### src/rtl/dmem_arbiter.sv
//==============================================================================
// Module   : dmem_arbiter
// Purpose  : Round-robin arbiter sharing single-ported data_mem between the
//            core load/store path and a host/loader port. Optional counters
//            enabled by defining DMEM_ARB_STATS_EN.
// Revision : 1.0 - initial release
//==============================================================================
`default_nettype none

module dmem_arbiter #(
    parameter int AW = 8,
    parameter int DW = 8
) (
    input  logic          CLK,
    input  logic          reset_n,
    input  logic          core_req,
    input  logic          core_we,
    input  logic [AW-1:0] core_addr,
    input  logic [DW-1:0] core_wdata,
    output logic [DW-1:0] core_rdata,
    output logic          core_ack,
    output logic          core_stall,
    input  logic          host_req,
    input  logic          host_we,
    input  logic [AW-1:0] host_addr,
    input  logic [DW-1:0] host_wdata,
    output logic [DW-1:0] host_rdata,
    output logic          host_ack,
    output logic [AW-1:0] mem_addr,
    output logic          mem_re,
    output logic          mem_we,
    output logic [DW-1:0] mem_wdata,
    input  logic [DW-1:0] mem_rdata,
    output logic          busy
`ifdef DMEM_ARB_STATS_EN
    ,
    output logic [15:0]   core_cnt,
    output logic [15:0]   host_cnt,
    output logic [15:0]   conflict_cnt
`endif
);

    typedef enum logic [1:0] {
        ST_IDLE     = 2'd0,
        ST_CORE_ACC = 2'd1,
        ST_HOST_ACC = 2'd2
    } state_t;

    state_t        r_state;
    logic          r_last_host;
    logic          r_core_ack;
    logic          r_host_ack;
    logic [DW-1:0] r_core_rdata;
    logic [DW-1:0] r_host_rdata;

    logic w_core_elig;
    logic w_host_elig;
    logic w_grant_core;
    logic w_grant_host;

    assign w_core_elig = core_req && (r_state != ST_CORE_ACC);
    assign w_host_elig = host_req && (r_state != ST_HOST_ACC);

    // Nothing is issued while reset is held so no access can leak to memory.
    assign w_grant_core = reset_n && w_core_elig && (!w_host_elig || r_last_host);
    assign w_grant_host = reset_n && w_host_elig && !w_grant_core;

    always_comb begin
        mem_addr  = '0;
        mem_wdata = '0;
        mem_we    = 1'b0;
        mem_re    = 1'b0;
        if (w_grant_core) begin
            mem_addr  = core_addr;
            mem_wdata = core_wdata;
            mem_we    = core_we;
            mem_re    = !core_we;
        end else if (w_grant_host) begin
            mem_addr  = host_addr;
            mem_wdata = host_wdata;
            mem_we    = host_we;
            mem_re    = !host_we;
        end
    end

    assign busy       = w_grant_core || w_grant_host;
    assign core_ack   = r_core_ack;
    assign host_ack   = r_host_ack;
    assign core_rdata = r_core_rdata;
    assign host_rdata = r_host_rdata;
    assign core_stall = core_req && !r_core_ack;

    always_ff @(posedge CLK or negedge reset_n) begin
        if (!reset_n) begin
            r_state      <= ST_IDLE;
            r_last_host  <= 1'b1;
            r_core_ack   <= 1'b0;
            r_host_ack   <= 1'b0;
            r_core_rdata <= '0;
            r_host_rdata <= '0;
        end else begin
            r_core_ack <= w_grant_core;
            r_host_ack <= w_grant_host;
            if (w_grant_core) begin
                r_state     <= ST_CORE_ACC;
                r_last_host <= 1'b0;
                if (!core_we) begin
                    r_core_rdata <= mem_rdata;
                end
            end else if (w_grant_host) begin
                r_state     <= ST_HOST_ACC;
                r_last_host <= 1'b1;
                if (!host_we) begin
                    r_host_rdata <= mem_rdata;
                end
            end else begin
                r_state <= ST_IDLE;
            end
        end
    end

`ifdef DMEM_ARB_STATS_EN
    logic [15:0] r_core_cnt;
    logic [15:0] r_host_cnt;
    logic [15:0] r_conflict_cnt;

    always_ff @(posedge CLK or negedge reset_n) begin
        if (!reset_n) begin
            r_core_cnt     <= 16'd0;
            r_host_cnt     <= 16'd0;
            r_conflict_cnt <= 16'd0;
        end else begin
            if (w_grant_core && (r_core_cnt != 16'hFFFF)) begin
                r_core_cnt <= r_core_cnt + 16'd1;
            end
            if (w_grant_host && (r_host_cnt != 16'hFFFF)) begin
                r_host_cnt <= r_host_cnt + 16'd1;
            end
            if (w_core_elig && w_host_elig && (r_conflict_cnt != 16'hFFFF)) begin
                r_conflict_cnt <= r_conflict_cnt + 16'd1;
            end
        end
    end

    assign core_cnt     = r_core_cnt;
    assign host_cnt     = r_host_cnt;
    assign conflict_cnt = r_conflict_cnt;
`endif

endmodule

`default_nettype wire
### config.mk
export PLATFORM = sky130hd
export DESIGN_NAME = dmem_arbiter
export DESIGN_NICKNAME = d
export VERILOG_FILES = /design/src/rtl/dmem_arbiter.sv
export SDC_FILE = /design/constraint.sdc
export NUM_CORES = 1
export LEC_CHECK = 0
export ABC_AREA = 1
export CELL_PAD_IN_SITES_DETAIL_PLACEMENT = 1
export CELL_PAD_IN_SITES_GLOBAL_PLACEMENT = 2
export CORE_MARGIN = 2
export CORE_UTILIZATION = 16
export DETAILED_ROUTE_END_ITERATION = 16
export GPL_TIMING_DRIVEN = 0
export PLACE_DENSITY_LB_ADDON = 0.1
export SLEW_MARGIN = 0
export SYNTH_ARGS = -nofsm -noshare
export SYNTH_HDL_FRONTEND = slang
export SYNTH_SLANG_ARGS = --single-unit
### constraint.sdc
create_clock -name CLK -period 4 [get_ports CLK]
set_input_delay 0.8 -clock CLK [delete_from_list [all_inputs] [get_ports CLK]]
set_output_delay 0.8 -clock CLK [all_outputs]
set_load 0.05 [all_outputs]
## Word-level counts from Yosys, hierarchy flattened

Cells that the tools add are included.

- Bits in registers: 21
- Input bits: 46
- Output and inout port bits: 38

- Eq/ne operators: 2
- Mux-type cells: 12
- Bitwise gates (word level): 3
- Reductions and logical operators: 17

Operators by type and width:

| kind | number |
|---|---|
| $mux 8 | 4 |
| $logic_and 1x1->1 | 7 |
| $mux 1 | 6 |
| $logic_not 1->1 | 5 |
| $mux 2 | 2 |
| $not 1->1 | 3 |
| $reduce_and 3->1 | 1 |
| $logic_or 1x1->1 | 2 |
| $ne 2x1->1 const B | 1 |
| $ne 2x2->1 const B | 1 |
| $reduce_and 2->1 | 1 |
| $reduce_bool 2->1 | 1 |

## Longest topological paths before layout

Gate-level depths: netlist of run 1.

- Word-level depth: 9
- Mapped depth: 9
- Gate-level depth less buffers: 8

## Least setup slack after synthesis of run 1

OpenSTA, ideal clock, no wires.

- Path type: register -> output
- Start point: register r_state[0]
- End point: output busy
- Arrival time: 1.984 ns
- Path slack: 1.216 ns
- Cell stages (with the launch flop): 5
- Path through: dfrtp_1 > inv_2 > nand2_2 > nand2_2 > o21ai_0

- Word-level cells in the longest chain between the ends: 8
- Elaborated cells on any way between the ends: 12

RTL lines:

| item | RTL line | text |
|---|---|---|
| start: declaration | 49 | `state_t r_state;` |
| start signal: assignment | 95 | `r_state <= ST_IDLE;` |
| start signal: assignment | 105 | `r_state <= ST_CORE_ACC;` |
| start signal: assignment | 111 | `r_state <= ST_HOST_ACC;` |
| $ne 2x2->1 | 62 | `assign w_host_elig = host_req && (r_state != ST_HOST_ACC);` |
| $logic_and 1x1->1 | 62 |  |
| $logic_not 1->1 | 65 | `assign w_grant_core = reset_n && w_core_elig && (!w_host_elig \|\| r_last_host);` |
| $logic_or 1x1->1 | 65 |  |
| $logic_and 1x1->1 | 65 |  |
| $logic_not 1->1 | 66 | `assign w_grant_host = reset_n && w_host_elig && !w_grant_core;` |
| $logic_and 1x1->1 | 66 |  |
| $logic_or 1x1->1 * | 86 | `assign busy = w_grant_core \|\| w_grant_host;` |
| end: declaration | 34 | `output logic busy` |

Mark *: on every way between the ends. The rest lies on a longest branch, timed or not.

## Worst setup path after layout of run 1

- Start point: input core_req
- End point: output mem_re

- Word-level cells in the longest chain between the ends: 7

RTL lines:

| item | RTL line | text |
|---|---|---|
| start: declaration | 16 | `input logic core_req,` |
| $logic_and 1x1->1 * | 61 | `assign w_core_elig = core_req && (r_state != ST_CORE_ACC);` |
| $logic_and 1x1->1 * (2 in a row) | 65 |  |
| $logic_not 1->1 | 66 |  |
| $logic_and 1x1->1 | 66 |  |
| $mux 1 | 78 | `end else if (w_grant_host) begin` |
| $mux 1 * | 73 | `if (w_grant_core) begin` |
| end: declaration | 30 | `output logic mem_re,` |

Marked as above.

==> results of run 1 <==
[path summary, 6_finish.rpt]
kind	slack (ns)	to	depth (start not counted)	startpoint
setup / recovery	0.32	mem_re	8	core_req
hold / removal	0.47	core_rdata[1]	2	core_rdata[1]
setup reg to reg	2.66	core_rdata[0]	7	r_last_host
hold reg to reg	0.47	core_rdata[1]	2	core_rdata[1]
max in group asynchronous	3.16	r_last_host	1	reset_n
min in group asynchronous	0.49	host_ack	1	reset_n
[cell usage in the layout (no fill, tap or decap), types with 3 or more instances in the layout]
cell type / n
nand2_1: 93
clkdlybuf4s50_1: 82
dfrtp_1: 18
nand4_1: 8
inv_1: 7
nand2_2: 4
clkbuf_8: 3
[cells by family (layout without fill, tap and decap cells)]
family | count (synthesis) | in the layout | share of synthesized area (%)
flops | 19 | 19 | 45.4
compound gates | 3 | 3 | 1.79
simple gates | 111 | 111 | 45.4
buf+inv | 15 | 102 | 7.50
[timing repair]
action,CTS,global route
cloned,0,0
resized for setup,3,2
pin swaps,0,0
setup endpoints to repair,19,11
hold endpoints to repair,0,0
[stage by stage]
step	hold slack (ns)	setup TNS, ns	utilization [%]
global route	0.497	0	31.8
finish	0.473	0	31.8
CTS	0.480	0	31.9
global placement	0.455	-9.16	31.2
floorplan	0.504	0	-
detailed placement	0.460	-9.23	31.2
[state kept, by name, summed over array words and instances (netlist names)]
| signal | count |
|---|---|
| host_rdata | 8 |
| core_rdata | 8 |
| r_last_host | 1 |
| r_state | 1 |
| host_ack | 1 |
[area by class of cell]
type	count	area (um2)	share of cell area, %
inverters	11	43.8	2.17
repair buffers	83	826	40.9
flip-flops and latches	19	477	23.6
clock buffers	3	41.3	2.04
clock inverters	1	5.00	0.248
multi-input cells	114	495	24.5
plain buffers	4	35.0	1.73
well taps	77	96.3	4.77
[worst max-delay path, stage by stage]
cell             delay (ns)
clkdlybuf4s50_1        0.48
nand2_1                0.06
a21oi_2                0.17
nand2_4                0.10
inv_2                  0.17
nand2_2                0.17
nand2_1                0.13
clkdlybuf4s50_1        0.80
[metal layers]
| layer | up-vias | track usage [%] | routed length (um) |
|---|---|---|---|
| met1 | 535 | 14.4 | 1760 |
| met4 | 0 | 2.16 | 0 |
| met5 | - | 0 | 0 |
| met2 | 52 | 16.7 | 1750 |
| met3 | 0 | 4.47 | 383 |
| li1 | 628 | - | - |
[power groups by stage]
| stage | registers, mW | clock network [mW] | logic (mW) |
|---|---|---|---|
| after global placement | 0.261 | 0 | 0.448 |
| after CTS | 0.257 | 0.144 | 0.450 |
| final | 0.256 | 0.139 | 0.442 |
| after detailed placement | 0.261 | 0 | 0.449 |
| after global routing | 0.262 | 0.152 | 0.469 |
| after floorplan | 0.396 | 0 | 0.129 |
==> impl_metrics.py, run 1 <==
metrics = {
    "timing": {
        "fin_ws_ns": 0.322,
        "finalCritPeriodShare_pct": 91.9,
        "fin_skew_ns": 0.00342,
        "rsz0062_at_grt": "false",
        "setup_viol": 0,
        "fmax_mhz": 272,
        "timing.slew.headroom_pct": 64.8,
        "min_period_ns": 3.68,
        "final_max_slew_viol_count": 0,
        "hold_violations": 0,
        "worst_pin_slew_ns": 0.526,
    },
    "clock_tree": {
        "htree_levels": 1,
        "clk_latency_ns": 0.26,
        "root_buffer": "clkbuf_8",
        "cts_buffers": 3,
        "cts_hold_buf": 0,
        "path_clk_slew_ns": 0.08,
        "cts_tree": "built",
        "post_cts_buffers": 0,
        "clock-sinks": 19,
        "clk_path_buf_depth": 2,
    },
    "run": {
        "cap_violations": 0,
    },
    "place": {
        "portBuffers": 83,
        "dp_hpwl_um": 3170,
        "placed_area_mm2": 0.00198,
        "pre_cts_ws_ns": -0.576,
        "dp_cells": 308,
        "place.gp.congestion": 0.654,
    },
    "setup_path": {
        "cp_max_fo": 10,
        "crit_path_end_kind": "output pin",
        "required_ns": 3.20,
        "arrival_ns": 2.88,
        "crit_path_start_kind": "input port",
        "path_class": "in -> out",
    },
    "layout": {
        "area_growth_pct": 92.1,
        "fin_area_mm2": 0.00202,
        "antenna_cells": 0,
        "drive_gt1_share_pct": 9.79,
        "final_cell_count_no_fill": 312,
        "finalNetCount": 282,
        "nFillCells": 769,
    },
    "power": {
        "combPwrFrac_pct": 52.8,
        "swShare_pct": 45.1,
        "power_density_mw_per_mm2": 415,
        "netSwitchingPower_mw": 0.377,
        "p_seq_share_pct": 30.6,
        "power_mw": 0.838,
        "p_int_mw": 0.460,
        "ir_worst_vdd_uv": 181,
        "p_leak_nw": 0.966,
        "clkPwrFrac_pct": 16.6,
    },
    "route": {
        "final_antenna_net_count": 0,
        "drt_iter0_drc": 53,
        "wire_per_inst_um": 12.5,
        "drc": 0,
        "drtPass1Iterations": 4,
        "wl_um": 3900,
        "num_vias": 1215,
        "viasPerCell": 3.89,
    },
    "synth": {
        "synthMostInstantiatedCell": "nand2_1",
        "ys_seq_area_share_pct": 45.4,
        "synth_area_leaders": "dfrtp_1, nand2_1, nand4_1",
        "yosysWarnings": 0,
        "synth_edf_count": 0,
        "synth.top_cell.area_share_pct": 42.9,
        "synth.ff_latch_count": 19,
        "netlist_area_mm2": 0.00105,
        "synth_cell_types": 19,
        "synth.avg_cell_area_um2": 7.10,
        "syn_inst": 148,
        "async_flop_share_pct": 100,
        "syn_nets": 194,
        "synth_flop_cell": "dfrtp_1",
        "synthTopCellsByCount": "nand2_1, dfrtp_1, nand4_1, inv_1, nand2_2",
        "synth_area_leader_cell": "dfrtp_1",
    },
    "floorplanning": {
        "die_y_um": 85.1,
        "start_util_pct": 16.6,
        "fp.dieArea_mm2": 0.00723,
        "core_area_mm2": 0.00635,
        "die_w_um": 85.1,
        "placementRows": 29,
        "ios": 84,
    },
    "global_route": {
        "grt_pass1_vias": 1259,
        "grt_first_pass_wirelength_um": 6360,
        "grt-ovfl-total": 0,
        "grt_start_max_net_pins": 22,
        "antenna_found_initial": 0,
        "gr-usage-all-layers_pct": 10.9,
    },
    "outcome": {
        "status": "finished clean",
    },
    "worst_hold_path": {
        "hold_class": "reg -> reg",
    },
}
No activity file was read; power rests on OpenSTA's default activity.
==> run 2, diff against run 1 <==
- HOLD_SLACK_MARGIN: unset -> 0.02
- TNS_END_PERCENT: unset -> 50
==> results of run 2 <==
Final layout, timing and power as in run 1 (identical DEF).
